===== src/rtl/alu_cmd_issuer.sv =====
// Command initiator for the ALU: latches one command, pulses ALU_EN, captures the result
// and streams it LSB-byte first to TX. Optional ALU_TIMEOUT_EN adds a WAIT watchdog with ERR.
module alu_cmd_issuer #(
  parameter int DATA_W  = 8,
  parameter int FUN_W   = 4,
  parameter int RES_W   = 16,
  parameter int TIMEOUT = 15
) (
  input  logic              CLK,
  input  logic              RST_n,
  input  logic              CMD_VALID,
  output logic              CMD_READY,
  input  logic [FUN_W-1:0]  CMD_FUN,
  input  logic [DATA_W-1:0] CMD_A,
  input  logic [DATA_W-1:0] CMD_B,
  output logic [DATA_W-1:0] ALU_A,
  output logic [DATA_W-1:0] ALU_B,
  output logic [FUN_W-1:0]  ALU_FUN,
  output logic              ALU_EN,
  input  logic [RES_W-1:0]  ALU_OUT,
  input  logic              ALU_OUT_VALID,
  output logic [DATA_W-1:0] TX_DATA,
  output logic              TX_VALID,
  input  logic              TX_READY,
  output logic              BUSY,
  output logic              ERR
);

  // state  | meaning
  // IDLE   | ready for a command
  // ISSUE  | ALU_EN pulse cycle
  // WAIT   | waiting for ALU_OUT_VALID
  // SEND   | streaming result bytes to TX

  localparam int NBYTES = RES_W / DATA_W;
  localparam int CNT_W  = (NBYTES > 1) ? $clog2(NBYTES) : 1;
  localparam logic [CNT_W-1:0] LAST_CNT = CNT_W'(NBYTES - 1);

  typedef enum logic [1:0] {
    S_IDLE  = 2'd0,
    S_ISSUE = 2'd1,
    S_WAIT  = 2'd2,
    S_SEND  = 2'd3
  } state_t;

  state_t              state_q, state_d;
  logic [DATA_W-1:0]   alu_a_q, alu_a_d;
  logic [DATA_W-1:0]   alu_b_q, alu_b_d;
  logic [FUN_W-1:0]    alu_fun_q, alu_fun_d;
  logic [RES_W-1:0]    shift_q, shift_d;
  logic [CNT_W-1:0]    cnt_q, cnt_d;
  logic                expire;

`ifdef ALU_TIMEOUT_EN
  localparam int TMO_W = $clog2(TIMEOUT + 1);

  logic [TMO_W-1:0] tmo_q, tmo_d;
  logic             err_q;

  // Expiry is decided in the last permitted WAIT cycle so ERR lands on the first SEND cycle.
  assign expire = (state_q == S_WAIT) && !ALU_OUT_VALID &&
                  (tmo_q == TMO_W'(TIMEOUT - 1));

  always_comb begin
    tmo_d = tmo_q;
    if (state_q == S_ISSUE) begin
      tmo_d = '0;
    end else if ((state_q == S_WAIT) && !ALU_OUT_VALID) begin
      tmo_d = tmo_q + 1'b1;
    end
  end

  always_ff @(posedge CLK or negedge RST_n) begin
    if (!RST_n) begin
      tmo_q <= '0;
      err_q <= 1'b0;
    end else begin
      tmo_q <= tmo_d;
      err_q <= expire;
    end
  end

  assign ERR = err_q;
`else
  assign expire = 1'b0;
  assign ERR    = 1'b0;
`endif

  always_comb begin
    state_d   = state_q;
    alu_a_d   = alu_a_q;
    alu_b_d   = alu_b_q;
    alu_fun_d = alu_fun_q;
    shift_d   = shift_q;
    cnt_d     = cnt_q;
    case (state_q)
      S_IDLE: begin
        if (CMD_VALID) begin
          alu_a_d   = CMD_A;
          alu_b_d   = CMD_B;
          alu_fun_d = CMD_FUN;
          state_d   = S_ISSUE;
        end
      end
      S_ISSUE: begin
        state_d = S_WAIT;
      end
      S_WAIT: begin
        // A real result in the expiry cycle takes priority over the error fill.
        if (ALU_OUT_VALID) begin
          shift_d = ALU_OUT;
          cnt_d   = LAST_CNT;
          state_d = S_SEND;
        end else if (expire) begin
          shift_d = '1;
          cnt_d   = LAST_CNT;
          state_d = S_SEND;
        end
      end
      S_SEND: begin
        if (TX_READY) begin
          shift_d = shift_q >> DATA_W;
          if (cnt_q == '0) begin
            state_d = S_IDLE;
          end else begin
            cnt_d = cnt_q - 1'b1;
          end
        end
      end
      default: begin
        state_d = S_IDLE;
      end
    endcase
  end

  always_ff @(posedge CLK or negedge RST_n) begin
    if (!RST_n) begin
      state_q   <= S_IDLE;
      alu_a_q   <= '0;
      alu_b_q   <= '0;
      alu_fun_q <= '0;
      shift_q   <= '0;
      cnt_q     <= '0;
    end else begin
      state_q   <= state_d;
      alu_a_q   <= alu_a_d;
      alu_b_q   <= alu_b_d;
      alu_fun_q <= alu_fun_d;
      shift_q   <= shift_d;
      cnt_q     <= cnt_d;
    end
  end

  assign CMD_READY = (state_q == S_IDLE);
  assign BUSY      = (state_q != S_IDLE);
  assign ALU_EN    = (state_q == S_ISSUE);
  assign TX_VALID  = (state_q == S_SEND);
  assign TX_DATA   = shift_q[DATA_W-1:0];
  assign ALU_A     = alu_a_q;
  assign ALU_B     = alu_b_q;
  assign ALU_FUN   = alu_fun_q;

endmodule


===== config.mk =====
export PLATFORM = sky130hd
export DESIGN_NAME = alu_cmd_issuer
export DESIGN_NICKNAME = d
export VERILOG_FILES = /design/src/rtl/alu_cmd_issuer.sv
export SDC_FILE = /design/constraint.sdc
export NUM_CORES = 1
export LEC_CHECK = 0
export ABC_AREA = 1
export BUFFER_PORTS_ARGS = -buffer_cell sky130_fd_sc_hd__buf_2
export CORE_ASPECT_RATIO = 1.75
export CORE_MARGIN = 1
export CORE_UTILIZATION = 52
export CTS_CLUSTER_DIAMETER = 150
export DETAILED_ROUTE_END_ITERATION = 8
export PLACE_DENSITY_LB_ADDON = 0.08
export SYNTH_ARGS = -nofsm -noshare
export SYNTH_HDL_FRONTEND = slang
export SYNTH_SLANG_ARGS = --single-unit

===== constraint.sdc =====
create_clock -name CLK -period 2.95 [get_ports CLK]
set_clock_uncertainty 0.15 [all_clocks]
set_input_delay 0.295 -clock CLK [delete_from_list [all_inputs] [get_ports CLK]]
set_output_delay 0.295 -clock CLK [all_outputs]
set_load 0.1 [all_outputs]

==> results.json, run 1 <==
{
  "synth_top_cell_area_share": 0.522,
  "fillers": 310,
  "crit-reg2reg-launch": "state_q[0]$_DFFE_PN0P_",
  "rr_worst_depth": 6,
  "pin_count": 74,
  "drt_iter0_drc": 55,
  "io_buffers": 72,
  "r2r_slack_ns": 0.90,
  "cts_max_path_buffers": 2,
  "nets": 316,
  "drt-total-wl_mm": 3.60,
  "fin_crit_ns": 2.36,
  "drv_cap": 0,
  "numCtsBuffers": 5,
  "drt-pass1-iter-count": 4,
  "synth_cell_types": 20,
  "grt_start_max_net_pins": 40,
  "crit_path_start_kind": "flop",
  "netlist_area_mm2": 0.00187,
  "synth_top_area_cell": "dfrtp_1",
  "grt_util_all_layers": 0.203,
  "core_mm2": 0.00340,
  "die_h_um": 81.3,
  "report.final.slew_viol_count": 0,
  "avgViaCountPerCell": 4.78,
  "cp_data_required_time_ns": 2.51,
  "drive_gt1_frac": 0.381,
  "cts_tree": "done",
  "hold-path-endpoint": "ALU_B[2]$_DFFE_PN0P_",
  "final_common_cell": "nand2_1",
  "holdCritPathClass": "in2reg",
  "syn_nets": 255,
  "setup_violations": 0,
  "layout_common_cells": "nand2_1, buf_2, dfrtp_1, nand3_1, o21ai_0",
  "rsz0062_at_grt": "no",
  "ys_warn_count": 0,
  "yosys_register_bits": 39,
  "setup_ws_ns": 0.591,
  "relSlewSlack": 0.429,
  "grt_pass1_vias": 1342,
  "worstMarginPinSlew_ns": 0.856,
  "drc": 0,
  "pre_cts_slack_ns": 0.906,
  "min_path_cells": 3,
  "area_delta_synth_final_pct": 20.2,
  "ctsResizeCount": 0,
  "gp_congestion": 0.736,
  "cts.clk_slew.worst_paths_ns": 0.07,
  "die_area_mm2": 0.00385,
  "root_buffer": "clkbuf_8",
  "hold_start": "CMD_B[2]",
  "grt_overflow": 0,
  "antenna_found_initial": 0,
  "post-route-period-util": 0.800,
  "synth_cells": 209,
  "ys_seq_area_frac": 0.522,
  "tns_ns": 0,
  "insertedDiodeCount": 0,
  "wl_per_cell_um": 11.4,
  "finalHoldViolCount": 0,
  "avgSynthCellArea_um2": 8.94,
  "clock_sinks": 39,
  "synth_area_leaders": "dfrtp_1, nand2_1, nand3_1",
  "insertion_delay_ns": 0.29,
  "post-dp-hpwl_mm": 2.50,
  "rows": 28,
  "vias": 1505,
  "endpoint_kind": "output pin",
  "cp_max_fo": 16,
  "reg2reg_to": "shift_q[12]$_DFFE_PN0P_",
  "die_width_um": 47.3,
  "start_util": 0.550,
  "max_freq_mhz": 424,
  "htreeDepth": 2,
  "grt_pass1_wl_mm": 5.63,
  "arrival_ns": 1.91,
  "ant_nets": 0,
  "status": "finished clean",
  "crit_type": "reg2out"
}
==> state kept, by name (all words and copies together), names as in the netlist <==
name     count
ALU_FUN      4
state_q      2
shift_q     16
ALU_A        8
cnt_q        1
ALU_B        8
==> synth_stat cells (all sizes together) <==
cell / number
conb: 1
nand3: 21
nor2: 1
dfrtp: 39
inv: 8
buf: 14
o21ai: 27
clkbuf: 6
ha: 5
nand2: 79
or2: 8
==> cells by family after synthesis <==
group | synth area share
AO/OA/AOI/OAI | 0.0924
adder cells (fa/ha/maj) | 0.0335
buffers and inverters | 0.0930
flip-flops | 0.522
AND/OR/NAND/NOR | 0.257
other | 0.00201
==> how the worst max path moves through the flow <==
stage	end	cells past startpoint	start	slack, ns
2_1_floorplan	state_q[0]$_DFFE_PN0P_	6	state_q[0]$_DFFE_PN0P_	0.37
3_3_place_gp	CMD_READY	4	state_q[0]$_DFFE_PN0P_	0.94
3_5_place_dp	shift_q[12]$_DFFE_PN0P_	6	state_q[0]$_DFFE_PN0P_	0.91
4_1_cts	CMD_READY	4	state_q[0]$_DFFE_PN0P_	0.59
5_1_grt	CMD_READY	4	state_q[1]$_DFFE_PN0P_	0.52
6_report	CMD_READY	4	state_q[0]$_DFFE_PN0P_	0.59
==> worst max-delay path, cell delays in order, from the launching register on <==
cell	delay (ns)
dfrtp_1	0.43
inv_1	0.11
ha_1	0.36
buf_4	0.28
buf_2	0.45
==> metal layers <==
layer | wire length, um | vias to the layer above | share of wire | global-route usage
met5 | 0 | - | 0 | 0
met4 | 66 | 0 | 0.018 | 0.0943
met3 | 174 | 6 | 0.048 | 0.0444
met2 | 1750 | 49 | 0.49 | 0.341
met1 | 1610 | 675 | 0.45 | 0.234
li1 | - | 775 | - | -
==> final cells by class <==
type                    count  area, um2  share of cell area
repair buffers             74        378               0.168
inverters                   8       30.0              0.0134
flip-flops and latches     39        976               0.434
multi-input cells         142        719               0.320
well taps                  45       56.3              0.0251
clock inverters             1       5.00             0.00223
clock buffers               6       82.6              0.0367
==> repair_timing <==
action                                 CTS  global route
hold buffers                             1             0
buffers inserted                         0             0
endpoints found under the hold margin    3             0
==> stage by stage <==
stage                     hold slack [ns]  cells  cell area (um2)   util
final                              0.0800    315             2250  0.661
after global placement              0.299    307             2150  0.633
after CTS                          0.0745    315             2250  0.661
after floorplan                    -0.151    209             1870      -
after global routing               0.0831    315             2250  0.661
after detailed placement            0.304    307             2150  0.633
Power of run 1 is not shown: default switching activity piles up to over one toggle a cycle in this logic, so the estimate is an artifact.
==> inputs of run 2 (changes only) <==
--- a/config.mk
+++ b/config.mk
@@ -9,7 +9,7 @@
 export BUFFER_PORTS_ARGS = -buffer_cell sky130_fd_sc_hd__buf_2
 export CORE_ASPECT_RATIO = 1.75
 export CORE_MARGIN = 1
-export CORE_UTILIZATION = 52
+export CORE_UTILIZATION = 43
 export CTS_CLUSTER_DIAMETER = 150
 export DETAILED_ROUTE_END_ITERATION = 8
 export PLACE_DENSITY_LB_ADDON = 0.08
==> constraint.sdc (replaced) <==
create_clock -name CLK -period 2 [get_ports CLK]
set_clock_uncertainty 0.15 [all_clocks]
set_input_delay 0.2 -clock CLK [delete_from_list [all_inputs] [get_ports CLK]]
set_output_delay 0.2 -clock CLK [all_outputs]
set_load 0.1 [all_outputs]
==> results.json, run 2 (synthesized netlist as in run 1, its figures left out) <==
{
  "status": "finished clean",
  "die_width_um": 51.8,
  "htreeDepth": 2,
  "grt_overflow": 0,
  "gp_congestion": 0.663,
  "tns_ns": 0,
  "fin_crit_ns": 1.90,
  "dr_wl_met2_mm": 2.14,
  "wl_per_cell_um": 11.8,
  "root_buffer": "clkbuf_8",
  "report.final.slew_viol_count": 0,
  "max_freq_mhz": 527,
  "core_mm2": 0.00415,
  "pin_count": 74,
  "crit_end": "CMD_READY",
  "drt_iter0_drc": 29,
  "drc": 0,
  "grt_util_all_layers": 0.194,
  "crit_path_cell_trace": "inv_1, ha_2, buf_4, buf_12",
  "post-cts-setup-buffer-count": 0,
  "cts_tree": "done",
  "crit_type": "reg2out",
  "clock_sinks": 39,
  "io_buffers": 72,
  "finalHoldViolCount": 0,
  "cp_max_fo": 18,
  "holdCritPathClass": "in2reg",
  "final_common_cell": "nand2_1",
  "rr_worst_depth": 6,
  "slowest_stage": "dfrtp_1",
  "avgViaCountPerCell": 4.66,
  "vias": 1599,
  "r2r_slack_ns": 0.24,
  "drive_gt1_frac": 0.374,
  "insertion_delay_ns": 0.28,
  "cp_data_required_time_ns": 1.65,
  "die_h_um": 89.2,
  "insertedDiodeCount": 0,
  "drv_cap": 0,
  "start_util": 0.450,
  "nets": 339,
  "largest_reg_flops": 16,
  "grt_pass1_wl_mm": 6.67,
  "max_stage_delay_ns": 0.43,
  "numCtsBuffers": 5,
  "post-route-period-util": 0.949,
  "arrival_ns": 1.55,
  "antenna_found_initial": 0,
  "cts_max_path_buffers": 2,
  "crit-reg2reg-launch": "state_q[0]$_DFFE_PN0P_",
  "layout_common_cells": "nand2_1, buf_2, dfrtp_1, nand3_1, dlygate4sd3_1",
  "rsz0062_at_grt": "no",
  "highest_layer": "met4",
  "wirelength_met1_mm": 1.63,
  "setup_violations": 0,
  "cts.clk_slew.worst_paths_ns": 0.07,
  "wl_met3_um": 212,
  "reg2reg_to": "shift_q[14]$_DFFE_PN0P_",
  "post-dp-hpwl_mm": 2.83,
  "drt-total-wl_mm": 4.04,
  "crit_path_start_kind": "flop",
  "ctsResizeCount": 0,
  "rows": 31,
  "endpoint_kind": "output pin",
  "regMostFlops": "shift_q",
  "grt_pass1_vias": 1579,
  "grt_start_max_net_pins": 35,
  "ant_nets": 0,
  "area_delta_synth_final_pct": 35.6,
  "die_area_mm2": 0.00463,
  "setup.worst_path.start": "state_q[0]$_DFFE_PN0P_",
  "drt-pass1-iter-count": 4
}
[run 2: cell types whose count changed in the layout (fill, tap and decap cells not counted), sizes merged]
| cell | delta |
|---|---|
| buf | +4 |
| bufinv | +1 |
| dlygate4sd3 | +19 |
[run 2: area by class of cell]
| cell class | instances | area [um2] |
|---|---|---|
| clock buffer | 6 | 82.6 |
| clock inverter | 2 | 35.0 |
| fill | 387 | 1620 |
| inverter | 8 | 30.0 |
| multi-input combinational | 142 | 724 |
| sequential | 39 | 976 |
| tap | 49 | 61.3 |
| timing repair buffer | 97 | 626 |
[run 2: how the worst min path moves through the flow]
stage                startpoint                       to  slack (ns)  cells past startpoint
floorplan                 RST_n     ALU_A[0]$_DFFE_PN0P_       -0.25                      0
finish                 CMD_A[5]     ALU_A[5]$_DFFE_PN0P_       0.005                      3
global placement          RST_n   shift_q[6]$_DFFE_PN0P_        0.04                      1
CTS                 ALU_OUT[12]  shift_q[12]$_DFFE_PN0P_       0.001                      3
global route        ALU_OUT[12]  shift_q[12]$_DFFE_PN0P_       0.007                      3
detailed placement        RST_n   shift_q[6]$_DFFE_PN0P_        0.05                      1
[run 2: metrics by stage]
step	utilization	worst slack, ns	cells	cell area, um2	hold slack, ns
detailed placement	0.534	0.241	315	2220	0.0459
floorplan	-	-0.102	209	1870	-0.246
CTS	0.611	0.0826	343	2530	0.00144
global placement	0.534	0.295	315	2220	0.0443
finish	0.611	0.101	343	2530	0.00533
global route	0.611	0.00130	343	2530	0.00689
[run 2: repair_timing]
item	CTS	global route
setup endpoints to repair	0	0
endpoints found under the hold margin	38	0
hold buffers	20	0
[run 2: metal layers]
layer	global-route usage	vias up
met5	0	-
met4	0.0737	0
met3	0.0442	6
met2	0.364	54
met1	0.203	721
li1	-	818
[run 2: worst max-delay path: cells and delay by family, from the launching register on]
kind                       cells  cell delay (ns)
buffers and inverters          3             0.57
DFF                            1             0.43
adders and majority gates      1             0.26
Power of run 2 is left out for the same reason.
